File: config.mk
export PLATFORM = sky130hd
export DESIGN_NAME = instr_fetch
export DESIGN_NICKNAME = d
export VERILOG_FILES = /design/src/rtl/cpu_pkg.sv /design/src/rtl/instr_fetch.sv
export SDC_FILE = /design/constraint.sdc
export NUM_CORES = 1
export LEC_CHECK = 0
export CORE_MARGIN = 5
export CORE_UTILIZATION = 43
export DETAILED_ROUTE_END_ITERATION = 16
export HOLD_SLACK_MARGIN = 0.06
export PLACE_DENSITY_LB_ADDON = 0.2
export SLEW_MARGIN = 20
export SYNTH_ARGS = -nofsm -noshare
export SYNTH_HDL_FRONTEND = slang
export SYNTH_SLANG_ARGS = --single-unit
File: constraint.sdc
create_clock -name clk -period 3.5 [get_ports clk]
set_clock_uncertainty 0.05 [all_clocks]
set_input_delay 0.35 -clock clk [delete_from_list [all_inputs] [get_ports clk]]
set_output_delay 0.35 -clock clk [all_outputs]
set_load 0.01 [all_outputs]
File: src/rtl/cpu_pkg.sv
// Shared definitions for the 16-bit RISC CPU.
// Holds the fetch address/data widths, the PC select (PS) encodings used by
// the controller, and the instruction-fetch FSM state type.
package cpu_pkg;

    localparam int unsigned ADDR_W = 6;
    localparam int unsigned DATA_W = 16;

    // PC select encodings driven by the controller
    localparam logic [1:0] PS_HOLD = 2'b00;
    localparam logic [1:0] PS_INC  = 2'b01;
    localparam logic [1:0] PS_REL  = 2'b10;
    localparam logic [1:0] PS_ABS  = 2'b11;

    typedef enum logic [1:0] {
        StIdle,
        StIssue,
        StWait,
        StFull
    } fetch_state_e;

endpackage

File: src/rtl/instr_fetch.sv
// Instruction fetch unit.
// Latches the PC value, reads the instruction word from instruction memory
// over a req/ack handshake and holds it in the instruction register until
// the decoder accepts it. Emits a one-cycle pc_inc pulse per loaded word and
// drops in-flight or held instructions on a branch/jump flush.
//
// Ports:
//   clk, reset           rising-edge clock, asynchronous active-high reset
//   pc_addr              current PC value
//   halt                 blocks the start of new fetches
//   flush                branch/jump taken at this edge
//   mem_req, mem_addr    read request to instruction memory
//   mem_ack, mem_rdata   read data return (one-cycle ack)
//   ir, ir_pc, extend    instruction, its address, branch offset
//   ir_valid, ir_ready   handshake with the decoder
//   pc_inc               controller applies PS = 01 at this edge
module instr_fetch
    import cpu_pkg::*;
(
    input  logic              clk,
    input  logic              reset,
    input  logic [ADDR_W-1:0] pc_addr,
    input  logic              halt,
    input  logic              flush,
    output logic              mem_req,
    output logic [ADDR_W-1:0] mem_addr,
    input  logic              mem_ack,
    input  logic [DATA_W-1:0] mem_rdata,
    output logic [DATA_W-1:0] ir,
    output logic [ADDR_W-1:0] ir_pc,
    output logic [5:0]        extend,
    output logic              ir_valid,
    input  logic              ir_ready,
    output logic              pc_inc
);

    fetch_state_e      state_q, state_d;
    logic [ADDR_W-1:0] addr_q, addr_d;
    logic              discard_q, discard_d;
    logic [DATA_W-1:0] ir_q, ir_d;
    logic [ADDR_W-1:0] ir_pc_q, ir_pc_d;
    logic              pc_inc_q, pc_inc_d;

    always_ff @(posedge clk or posedge reset) begin
        if (reset) begin
            state_q   <= StIdle;
            addr_q    <= '0;
            discard_q <= 1'b0;
            ir_q      <= '0;
            ir_pc_q   <= '0;
            pc_inc_q  <= 1'b0;
        end else begin
            state_q   <= state_d;
            addr_q    <= addr_d;
            discard_q <= discard_d;
            ir_q      <= ir_d;
            ir_pc_q   <= ir_pc_d;
            pc_inc_q  <= pc_inc_d;
        end
    end

    always_comb begin
        state_d   = state_q;
        addr_d    = addr_q;
        discard_d = discard_q;
        ir_d      = ir_q;
        ir_pc_d   = ir_pc_q;
        pc_inc_d  = 1'b0;

        unique case (state_q)
            StIdle: begin
                // mem_ack deliberately ignored: a stale ack after reset lands here
                if (!halt) begin
                    state_d = StIssue;
                end
            end
            StIssue: begin
                addr_d = pc_addr;
                // A flush here means pc_addr is about to change; re-latch it
                if (flush) begin
                    state_d = StIssue;
                end else if (halt) begin
                    state_d = StIdle;
                end else begin
                    state_d = StWait;
                end
            end
            StWait: begin
                if (mem_ack) begin
                    discard_d = 1'b0;
                    if (discard_q || flush) begin
                        state_d = StIssue;
                    end else begin
                        ir_d     = mem_rdata;
                        ir_pc_d  = addr_q;
                        pc_inc_d = 1'b1;
                        state_d  = StFull;
                    end
                end else if (flush) begin
                    // Keep the request up until memory answers, then drop the data
                    discard_d = 1'b1;
                end
            end
            StFull: begin
                // flush and ir_ready share the exit; flush just means "not consumed"
                if (flush || ir_ready) begin
                    state_d = halt ? StIdle : StIssue;
                end
            end
            default: begin
                state_d = StIdle;
            end
        endcase
    end

    assign mem_req  = (state_q == StWait);
    assign mem_addr = addr_q;
    assign ir       = ir_q;
    assign ir_pc    = ir_pc_q;
    assign extend   = {ir_q[8:6], ir_q[2:0]};
    assign ir_valid = (state_q == StFull);
    assign pc_inc   = pc_inc_q;

endmodule
==> results of run 1 <==
## final timing paths
check                              end  slack [ns]
setup / recovery               mem_req        1.48
hold / removal             mem_addr[1]        0.35
setup reg to reg                 ir[5]        1.79
hold reg to reg                 ir[15]        0.47
max in group asynchronous        ir[5]        2.76
min in group clk                ir[15]        0.47
## cell families after synthesis
family                 count (synthesis)  share of synthesized area [%]
flip-flops                            32                           58.3
multiplexers                          28                           28.1
buffers and inverters                 11                           5.74
AO/OA/AOI/OAI                          8                           3.64
AND/OR/NAND/NOR                        8                           4.19
## layout make-up
| class | instances | area (µm²) |
|---|---|---|
| flip-flops and latches | 32 | 801 |
| clock inverters | 1 | 5.00 |
| inverters | 2 | 7.51 |
| clock buffers | 6 | 41.3 |
| repair buffers | 65 | 648 |
| multi-input cells | 44 | 494 |
| fillers | 258 | 1000 |
| well taps | 44 | 55.1 |
## critical path: stages (launching register included)
cell             delay, ns
dfrtp_1               0.44
and2b_2               0.29
clkdlybuf4s50_1       0.55
## per-layer routing
layer | up-vias | routed length (µm) | GRT usage, %
met4 | 0 | 47 | 4.57
met2 | 46 | 1340 | 22.1
met5 | - | 0 | 0
met3 | 6 | 248 | 7.76
met1 | 440 | 1250 | 17.4
li1 | 422 | - | -
## cell usage in the layout (no fill, tap or decap), drive strengths merged
cell,synthesis,final
and2b,1,1
o211ai,2,2
o21ai,2,2
dfrtp,32,32
inv,2,2
a21oi,3,3
nor2,2,2
clkinv,0,1
clkbuf,1,6
clkdlybuf4s50,0,64
nor3,1,1
and2,2,2
nand3,1,1
o32a,1,1
nand2b,1,1
buf,8,1
mux2,28,28
## power breakdown
group | internal [W] | leakage, nW | total [W] | switching (W)
logic | 0.000531 | 0.515 | 0.000799 | 0.000268
registers | 0.000532 | 0.404 | 0.000645 | 0.000113
clock network | 0.0000738 | 0.0281 | 0.000190 | 0.000116
## metrics by stage
stage / total power (W) / cells / cell area [µm²]
2_1_floorplan: 0.00105 / 87 / 1370
3_3_place_gp: 0.00144 / 187 / 2010
3_5_place_dp: 0.00146 / 187 / 2010
4_1_cts: 0.00165 / 194 / 2050
5_1_grt: 0.00174 / 194 / 2050
6_report: 0.00163 / 194 / 2050
## state kept, by name (all words and copies together), names as in the netlist
register	count
discard_q	1
state_q	2
ir_pc	6
mem_addr	6
ir	16
pc_inc	1
==> impl_metrics.py, run 1 <==
metrics = {
    "global_route": {
        "grt_max_degree": 33,
        "overflow": 0,
        "grt_pass1_vias": 959,
        "grt_pass1_wl_um": 4620,
        "antenna_found_initial": 0,
        "track_usage_pct": 14.4,
    },
    "synth": {
        "synth_top_area_share_pct": 58.3,
        "syn_inst": 87,
        "synth_seq_area_share_pct": 58.3,
        "yosys.area.top_type": "dfrtp_1",
        "syn_area_um2": 1370,
        "syn_nets": 115,
        "synth.avg_cell_area_um2": 15.8,
        "synthTopCellsByArea": "dfrtp_1, mux2_4, mux2_2",
        "synth_async_sr_flop_share_pct": 100,
        "synth_edf_count": 0,
        "yosysMostFrequentCell": "dfrtp_1",
        "ys.warnings.count": 0,
        "synth.distinct_cells": 18,
        "ys.flop_type": "dfrtp_1",
        "yosys-top-cells-count": "dfrtp_1, mux2_4, mux2_2",
        "synth-seq-cells": 32,
    },
    "detailed_routing": {
        "wl_um": 2880,
        "postRouteAntennaNets": 0,
        "post_drt_wl_per_cell_um": 14.9,
        "via_per_inst": 4.71,
        "drt_iter0_markers": 8,
        "drc_errors": 0,
        "vias": 914,
        "drt_first_pass_iters": 3,
    },
    "clocking": {
        "cts-hold-fix-buffers": 0,
        "cts_made_buffers": 5,
        "h-tree-depth": 2,
        "clk_pin_slew_worst_paths_ns": 0.10,
        "cts_tree": "yes",
        "post_cts_buffers": 0,
        "clk-insertion-delay-late_ns": 0.33,
        "cts_resized": 0,
        "clock_path_buffers": 2,
        "root_buffer": "clkbuf_4",
        "cts.sinks": 32,
    },
    "floorplanning": {
        "die_w_um": 66.5,
        "ioPinCount": 65,
        "die-area_um2": 4430,
        "row_count": 20,
        "core_um2": 3050,
        "dieHeight_um": 66.5,
        "initial_core_util_pct": 45.0,
    },
    "timing": {
        "setup_tns_ns": 0,
        "rsz0062_at_grt": "false",
        "setup_viol": 0,
        "report.final.slew_viol_count": 0,
        "fmax_mhz": 495,
        "fin_crit_ns": 2.02,
        "max-slew-margin-rel_pct": 70.4,
        "fin_crit_sh_pct": 57.8,
        "setup_ws_ns": 1.48,
        "worst_hold_slack_ns": 0.351,
        "worstMarginPinSlew_ns": 0.444,
        "finalHoldViolations": 0,
    },
    "final_layout": {
        "postLayoutCoreUtil_pct": 67.2,
        "drive_gt1_share_pct": 23.3,
        "fin_nets": 178,
        "diodes": 0,
        "syn_to_final_growth_pct": 49.4,
    },
    "place": {
        "hpwl_um": 2120,
        "globalplace.congestion": 0.704,
        "port_buffers": 64,
        "dpl_worst_slack_ns": 1.37,
    },
    "setup_path": {
        "path_max_fanout": 7,
        "cp.arrival_ns": 1.62,
        "cp-startpoint": "state_q[0]",
        "critical_path_class": "register to primary output",
        "critPathRequiredTime_ns": 3.10,
        "r2r_start": "state_q[0]",
        "crit_path_start_kind": "register",
        "end_kind": "primary output",
        "ff2ff_path_depth": 3,
    },
    "worst_hold_path": {
        "worst_hold_path_type": "input pin to async pin",
    },
    "power_and_ir_drop": {
        "power.density_nw_per_um2": 796,
        "irDropWorstVdd_mv": 0.378,
        "p_leak_nw": 0.947,
    },
    "outcome": {
        "status": "completed",
    },
    "run": {
        "max_cap_viol_count": 0,
    },
}
Note: power is estimated with default switching activity, not from simulation.
==> run 2: changes to the inputs <==
--- a/config.mk
+++ b/config.mk
@@ -6,7 +6,7 @@
 export NUM_CORES = 1
 export LEC_CHECK = 0
 export CORE_MARGIN = 5
-export CORE_UTILIZATION = 43
+export CORE_UTILIZATION = 40
 export DETAILED_ROUTE_END_ITERATION = 16
 export HOLD_SLACK_MARGIN = 0.06
 export PLACE_DENSITY_LB_ADDON = 0.2
==> constraint.sdc (replaced) <==
create_clock -name clk -period 2.04 [get_ports clk]
set_clock_uncertainty 0.05 [all_clocks]
set_input_delay 0.204 -clock clk [delete_from_list [all_inputs] [get_ports clk]]
set_output_delay 0.204 -clock clk [all_outputs]
set_load 0.01 [all_outputs]
==> impl_metrics.py, run 2 (synthesis results as in run 1) <==
metrics = {
    "final_layout": {
        "layout_commonest_cell": "clkdlybuf4s50_1",
        "largest_reg_flops": 16,
        "most-common-layout-cells": "clkdlybuf4s50_1, dfrtp_1, mux2_4",
        "stdcell_area_um2": 2080,
        "fin_nets": 179,
        "diodes": 0,
        "syn_to_final_growth_pct": 51.2,
        "drive_gt1_share_pct": 25.0,
    },
    "power_and_ir_drop": {
        "power_frac_seq_pct": 39.2,
        "irDropWorstVdd_mv": 0.700,
        "power.share.switching_pct": 30.2,
        "p_leak_nw": 0.961,
        "p_sw_w": 0.000858,
        "pwr-share-comb_pct": 48.0,
        "p_int_w": 0.00199,
        "power.density_nw_per_um2": 1370,
        "clkPwrFrac_pct": 12.8,
    },
    "floorplanning": {
        "die_w_um": 68.6,
        "dieHeight_um": 68.6,
        "ioPinCount": 65,
        "initial_core_util_pct": 41.2,
        "die-area_um2": 4710,
        "row_count": 21,
        "core_um2": 3340,
    },
    "detailed_routing": {
        "post_drt_wl_per_cell_um": 14.3,
        "via_per_inst": 4.58,
        "postRouteAntennaNets": 0,
        "drc_errors": 0,
        "vias": 906,
        "drt_iter0_markers": 18,
        "wl_um": 2840,
        "drt_first_pass_iters": 4,
    },
    "clocking": {
        "clk_pin_slew_worst_paths_ns": 0.09,
        "post_cts_buffers": 0,
        "clock_path_buffers": 2,
        "cts-hold-fix-buffers": 0,
        "clk-insertion-delay-late_ns": 0.32,
        "root_buffer": "clkbuf_4",
        "cts_made_buffers": 5,
        "cts_tree": "yes",
        "cts.sinks": 32,
        "h-tree-depth": 2,
        "cts_resized": 0,
    },
    "outcome": {
        "status": "completed",
    },
    "global_route": {
        "track_usage_pct": 12.7,
        "antenna_found_initial": 0,
        "grt_pass1_vias": 925,
        "overflow": 0,
        "grt_pass1_wl_um": 4270,
        "grtUsageMet1_pct": 14.4,
        "grt_max_degree": 33,
        "top_usage_layer": "met2",
        "grtUsageMet3_pct": 5.19,
        "met2_usage_pct": 21.2,
    },
    "worst_hold_path": {
        "worst_hold_path_type": "input pin to async pin",
    },
    "place": {
        "dpl_cell_area_um2": 2020,
        "port_buffers": 64,
        "dpl_worst_slack_ns": 0.0569,
        "globalplace.congestion": 0.667,
        "hpwl_um": 2150,
    },
    "timing": {
        "worstMarginPinSlew_ns": 0.446,
        "fmax_mhz": 530,
        "max-slew-margin-rel_pct": 70.2,
        "setup_tns_ns": 0,
        "finalHoldViolations": 0,
        "report.final.slew_viol_count": 0,
        "fin_crit_sh_pct": 92.4,
        "rsz0062_at_grt": "false",
        "setup_viol": 0,
        "setup_ws_ns": 0.155,
        "fin_crit_ns": 1.89,
    },
    "setup_path": {
        "critPathRequiredTime_ns": 1.79,
        "cp.arrival_ns": 1.63,
        "path_cells": "and2b_2, clkdlybuf4s50_1",
        "path_buf_inv": 1,
        "path_max_fanout": 7,
        "critPathSlowestCell": "clkdlybuf4s50_1",
        "crit_path_start_kind": "register",
        "crit_family": "buffers and inverters",
        "slowest_delay_ns": 0.55,
        "end_kind": "primary output",
        "critical_path_class": "register to primary output",
    },
    "run": {
        "max_cap_viol_count": 0,
    },
}
## run 2: final cells by class
type                       instances  area (µm²)
fill                             277        1260
sequential                        32         801
timing repair buffer              66         656
multi-input combinational         44         494
tap                               46        57.6
clock buffer                       6        51.3
clock inverter                     2        10.0
inverter                           2        7.51
## run 2: path summary, 6_finish.rpt
kind	from	to	slack, ns	cells after the start
worst min register to register	ir[10]	ir[10]	0.47	1
min in group clk	pc_addr[3]	mem_addr[3]	0.42	2
worst max register to register	state_q[0]	ir[2]	0.32	3
worst max-delay path	state_q[0]	mem_req	0.15	2
max in group asynchronous	reset	mem_addr[3]	1.45	3
worst min-delay path	reset	ir[14]	0.20	3
## run 2: layer usage
layer	vias to the layer above	wire length (µm)
met5	-	0
met4	0	43
met3	6	226
met2	38	1410
met1	435	1160
li1	427	-
## run 2: worst reg2reg max path, stage by stage (launching register included)
cell and delay (ns):
dfrtp_1 0.46, and2b_2 0.30, nand3_4 0.36, mux2_4 0.44
## run 2: power groups by stage
stage,Sequential [W],Combinational [W],Clock (W)
detailed placement,0.00113,0.00139,0
global placement,0.00111,0.00137,0
CTS,0.00112,0.00139,0.000381
floorplan,0.00121,0.000594,0
global route,0.00116,0.00146,0.000409
finish,0.00112,0.00137,0.000364
## run 2: through the flow
step	utilization, %	power [W]	instances	hold slack, ns
after floorplan	-	0.00180	87	0.240
after global placement	60.4	0.00248	190	0.442
after detailed placement	60.4	0.00252	190	0.448
after CTS	62.2	0.00290	198	0.218
after global routing	62.2	0.00303	198	0.241
final	62.2	0.00285	198	0.203
